[config.mk]
export PLATFORM = sky130hd
export DESIGN_NAME = weight_row_classifier
export DESIGN_NICKNAME = d
export VERILOG_FILES = /design/src/rtl/weight_row_classifier.sv
export SDC_FILE = /design/constraint.sdc
export NUM_CORES = 2
export LEC_CHECK = 0
export CAP_MARGIN = 20
export CORE_AREA = 2 2 629 631
export DETAILED_ROUTE_END_ITERATION = 7
export DIE_AREA = 0 0 631 633
export SKIP_LAST_GASP = 1
export SLEW_MARGIN = 15
export SYNTH_ARGS = -nofsm -noshare
export SYNTH_HDL_FRONTEND = slang
export SYNTH_SLANG_ARGS = --single-unit
[constraint.sdc]
create_clock -name clk_i -period 14.5 [get_ports clk_i]
set_clock_uncertainty 0.2 [all_clocks]
set_input_delay 1.45 -clock clk_i [delete_from_list [all_inputs] [get_ports clk_i]]
set_output_delay 1.45 -clock clk_i [all_outputs]
set_load 0.1 [all_outputs]
[src/rtl/weight_row_classifier.sv]
// Output-layer engine: walks the weight ROM, popcount-scores each row against a latched image, reports argmax.
// Optional WEIGHT_ROW_CLASSIFIER_XNOR_EN selects XNOR matching (bipolar net); default is AND matching.
module weight_row_classifier #(
  parameter int NUM_INPUTS  = 784,
  parameter int NUM_CLASSES = 10,
  parameter int ADDR_W      = 10,
  parameter int SCORE_W     = 10,
  parameter int CLASS_W     = 4
) (
  input  logic                  clk_i,
  input  logic                  reset_i,
  input  logic                  start_i,
  input  logic [NUM_INPUTS-1:0] pixels_i,
  input  logic [NUM_INPUTS-1:0] weight_i,
  output logic [ADDR_W-1:0]     rom_addr_o,
  output logic                  busy_o,
  output logic                  done_o,
  output logic [CLASS_W-1:0]    class_o,
  output logic [SCORE_W-1:0]    score_o
);

  typedef enum logic [1:0] {
    S_IDLE  = 2'd0,
    S_FETCH = 2'd1,
    S_DRAIN = 2'd2
  } state_t;

  localparam logic [CLASS_W-1:0] LAST_ISSUE = CLASS_W'(NUM_CLASSES - 2);
  localparam logic [CLASS_W-1:0] LAST_SCORE = CLASS_W'(NUM_CLASSES);

  state_t                r_state;
  state_t                w_next;
  logic [NUM_INPUTS-1:0] r_pix;
  logic [ADDR_W-1:0]     r_addr;
  logic [CLASS_W-1:0]    r_cnt;
  logic [SCORE_W-1:0]    r_best_score;
  logic [CLASS_W-1:0]    r_best_class;
  logic                  r_done;
  logic [CLASS_W-1:0]    r_class;
  logic [SCORE_W-1:0]    r_score;

  logic                  w_accept;
  logic                  w_score_vld;
  logic                  w_last;
  logic                  w_take;
  logic [CLASS_W-1:0]    w_k;
  logic [NUM_INPUTS-1:0] w_match;
  logic [SCORE_W-1:0]    w_score;

  function automatic logic [SCORE_W-1:0] popcount(input logic [NUM_INPUTS-1:0] v);
    logic [SCORE_W-1:0] c;
    c = '0;
    for (int i = 0; i < NUM_INPUTS; i++) begin
      c = c + SCORE_W'(v[i]);
    end
    return c;
  endfunction

`ifdef WEIGHT_ROW_CLASSIFIER_XNOR_EN
  assign w_match = ~(r_pix ^ weight_i);
`else
  assign w_match = r_pix & weight_i;
`endif

  // r_cnt counts edges since the accepted start; row k arrives when r_cnt == k+1.
  assign w_accept    = (r_state == S_IDLE) && start_i;
  assign w_score_vld = (r_state != S_IDLE) && (r_cnt != '0);
  assign w_k         = r_cnt - CLASS_W'(1);
  assign w_score     = popcount(w_match);
  assign w_take      = (w_k == '0) || (w_score > r_best_score);
  assign w_last      = (r_state == S_DRAIN) && (r_cnt == LAST_SCORE);

  always_ff @(posedge clk_i) begin
    if (reset_i) begin
      r_state <= S_IDLE;
    end else begin
      r_state <= w_next;
    end
  end

  always_comb begin
    w_next = r_state;
    case (r_state)
      S_IDLE:  if (start_i) w_next = S_FETCH;
      S_FETCH: if (r_cnt == LAST_ISSUE) w_next = S_DRAIN;
      S_DRAIN: if (w_last) w_next = S_IDLE;
      default: w_next = S_IDLE;
    endcase
  end

  always_ff @(posedge clk_i) begin
    if (reset_i) begin
      r_pix        <= '0;
      r_addr       <= '0;
      r_cnt        <= '0;
      r_best_score <= '0;
      r_best_class <= '0;
      r_done       <= 1'b0;
      r_class      <= '0;
      r_score      <= '0;
    end else begin
      r_done <= 1'b0;
      if (w_accept) begin
        r_pix        <= pixels_i;
        r_addr       <= '0;
        r_cnt        <= '0;
        r_best_score <= '0;
        r_best_class <= '0;
      end else if (r_state != S_IDLE) begin
        r_cnt <= r_cnt + CLASS_W'(1);
        if (r_state == S_FETCH) begin
          r_addr <= r_addr + ADDR_W'(1);
        end
        if (w_score_vld && w_take) begin
          r_best_score <= w_score;
          r_best_class <= w_k;
        end
        // The last row is folded in directly so results land on the done edge.
        if (w_last) begin
          r_done  <= 1'b1;
          r_addr  <= '0;
          r_class <= w_take ? w_k : r_best_class;
          r_score <= w_take ? w_score : r_best_score;
        end
      end
    end
  end

  assign rom_addr_o = r_addr;
  assign busy_o     = (r_state != S_IDLE);
  assign done_o     = r_done;
  assign class_o    = r_class;
  assign score_o    = r_score;

endmodule

==> flow_metrics.tcl <==
set metrics [dict create \
    post-cts-setup-buffers 0 \
    synth_most_common_cell "nand2_1" \
    wire_length_of_the_first_global_routing_pass_mm 506 \
    critPathMostFrequentCell "fa_1" \
    fmax_mhz 74.7 \
    sequential_element_share_of_the_synthesized_area_pct 31.8 \
    slew_violations 0 \
    report.final.setup_viol 0 \
    grt_start_max_net_pins 180 \
    critPathKind "input port to flip-flop" \
    post_route_cells_drive_above_1_share_pct 3.30 \
    floorplan.rows 230 \
    cts_clk_pin_slew_worst_paths_ps 60 \
    antenna_found_initial 453 \
    ys_top_cells_by_count "2022 x nand2_1, 829 x dfxtp_1, 808 x a21oi_1" \
    ant_nets 0 \
    wirelength_mm 407 \
    initial_core_utilization_pct 13.3 \
    drtPass1Iterations 6 \
    number_of_h_tree_levels 3 \
    ys_dominant_reg_cell "dfxtp_1" \
    timing.critical_path.slowest_cell_delay_ps 790 \
    die_width_um 631 \
    cts.hold.buffers_added 0 \
    num_vias 48500 \
    cts.repair.resized 0 \
    finalNetCount 10000 \
    area_growth_syn_to_layout_pct 50.2 \
    cts-buffers-inserted 121 \
    drc_errors 0 \
    avgRoutedWirePerCell_um 31.2 \
    synth_top_area_share_pct 31.8 \
    grt_setup_unrepaired "false" \
    placeableCoreArea_mm2 0.392 \
    asr_flop_ratio_synth_pct 0 \
    numPortBuffers 1596 \
    root_buffer "clkbuf_16" \
    hold_violations 0 \
    gr-usage-all-layers_pct 19.8 \
    required_ps 14970 \
    die-height_um 633 \
    gp_congestion 0.997 \
    critPathBufInv 14 \
    avgSynthCellArea_um2 8.56 \
    outcome "complete, no violations" \
    synth_nets 8545 \
    cts_tree "yes" \
    slew-limit-headroom_pct 24.2 \
    worst-endpoint-arrival_ps 13860 \
    synth_seq_cells 829 \
    cts-root-to-sink-buffers 4 \
    timing.max_cap.violations 0 \
    detailedPlacementHpwl_mm 360 \
    netlist_area_mm2 0.0522 \
    timing.critical_path.from_type "input port" \
    top_area_cells_in_the_synthesized_netlist "dfxtp_1 32%, fa_1 29%, nand2_1 15%" \
    yosysWarnings 0 \
    period_minus_slack_ps 13390 \
    worstPathMaxFanout 8 \
    synthDistinctLibCells 46 \
    synth_top_area_cell "dfxtp_1" \
    grt_pass1_vias 48300 \
    drtIter0Drc 3477 \
    clk_latency_ps 890 \
    grt_remaining_overflow 0 \
    fin_crit_sh_pct 92.3 \
    viasPerCell 3.73 \
    end_kind "flip-flop" \
    io_pins 1597 \
    timing.hold.worst.class "flip-flop to flip-flop" \
    timing.critical_path.max_delay_family "adder cells" \
    cts_sinks 829 \
    synth-edff-count 0 \
    timing.critical_path.slowest_stage_cell "fa_1" \
    worst_pin_slew_ps 1140 \
    fp.dieArea_mm2 0.399 \
    totalNegativeSetupSlack_ps 0 \
    syn_inst 6100 \
]
[logic make-up after synthesis]
kind of cell | synth area share (%)
compound gates | 8.54
mux | 0.288
fa+ha+maj | 32.0
xor+xnor | 0.218
flops | 31.8
simple gates | 19.7
buf+inv | 7.53
[flip-flops by register name, summed over array words and instances (netlist names)]
| register | count |
|---|---|
| done_o | 1 |
| r_cnt | 4 |
| r_best_score | 10 |
| rom_addr_o | 10 |
| r_pix | 784 |
| r_best_class | 4 |
| score_o | 10 |
| class_o | 4 |
| r_state | 2 |
[worst paths after layout]
| path | start | end | slack [ps] | cells after the start |
|---|---|---|---|---|
| max | weight_i[693] | score_o[6] | 1110 | 42 |
| min | r_pix[481] | r_pix[481] | 250 | 2 |
| max reg2reg | r_pix[401] | score_o[6] | 1580 | 36 |
| min reg2reg | r_pix[481] | r_pix[481] | 250 | 2 |
[placed cells by master, fill, tap and decap left out, types with 17 or more instances in the layout]
| master | count |
|---|---|
| a211oi_1 | 18 |
| a21oi_1 | 808 |
| and2_1 | 356 |
| buf_4 | 37 |
| clkbuf_1 | 17 |
| clkbuf_16 | 122 |
| clkbuf_8 | 17 |
| clkdlybuf4s50_1 | 1588 |
| clkinv_2 | 19 |
| dfxtp_1 | 829 |
| diode_2 | 115 |
| fa_1 | 766 |
| ha_1 | 108 |
| inv_1 | 769 |
| nand2_1 | 2021 |
| nor2_1 | 32 |
[area by class of cell]
cell class	count	area [um2]
Fill cell	43800	314000
Multi-Input combinational cell	4228	31700
Sequential cell	829	16600
Timing Repair Buffer	1641	16500
Tap cell	5220	6530
Clock buffer	156	3350
Inverter	769	2890
Clock inverter	52	599
Antenna cell	115	288
[worst reg2reg max path, delay by kind of cell (launching register included)]
family / cells / cell delay, ps
DFF: 1 / 820
and+or+nand+nor: 2 / 290
muxes: 1 / 200
AOI/OAI and AO/OA: 7 / 1450
adders and majority gates: 17 / 8710
xor gates and xnor gates: 1 / 210
buffers and inverters: 8 / 810
[per-layer routing]
metal	share of wire, %	GRT usage [%]
met1	35	20.6
met2	51	36.2
met3	8.5	6.79
met4	5.1	7.72
met5	0.38	0
[metrics by stage]
stage / cells / cell area, um2 / utilization [%] / hold WS (ps) / setup WS (ps)
global placement: 12700 / 74100 / 18.9 / 237 / 131
finish: 13000 / 78400 / 20.0 / 246 / 1110
floorplan: 6100 / 52200 / - / 232 / 1960
CTS: 12900 / 78100 / 19.9 / 250 / 1090
global route: 13000 / 78300 / 20.0 / 261 / 647
detailed placement: 12700 / 74200 / 18.9 / 242 / 163
Power is not shown: default switching activity piles up to over one toggle a cycle in this logic, so the estimate is an artifact.
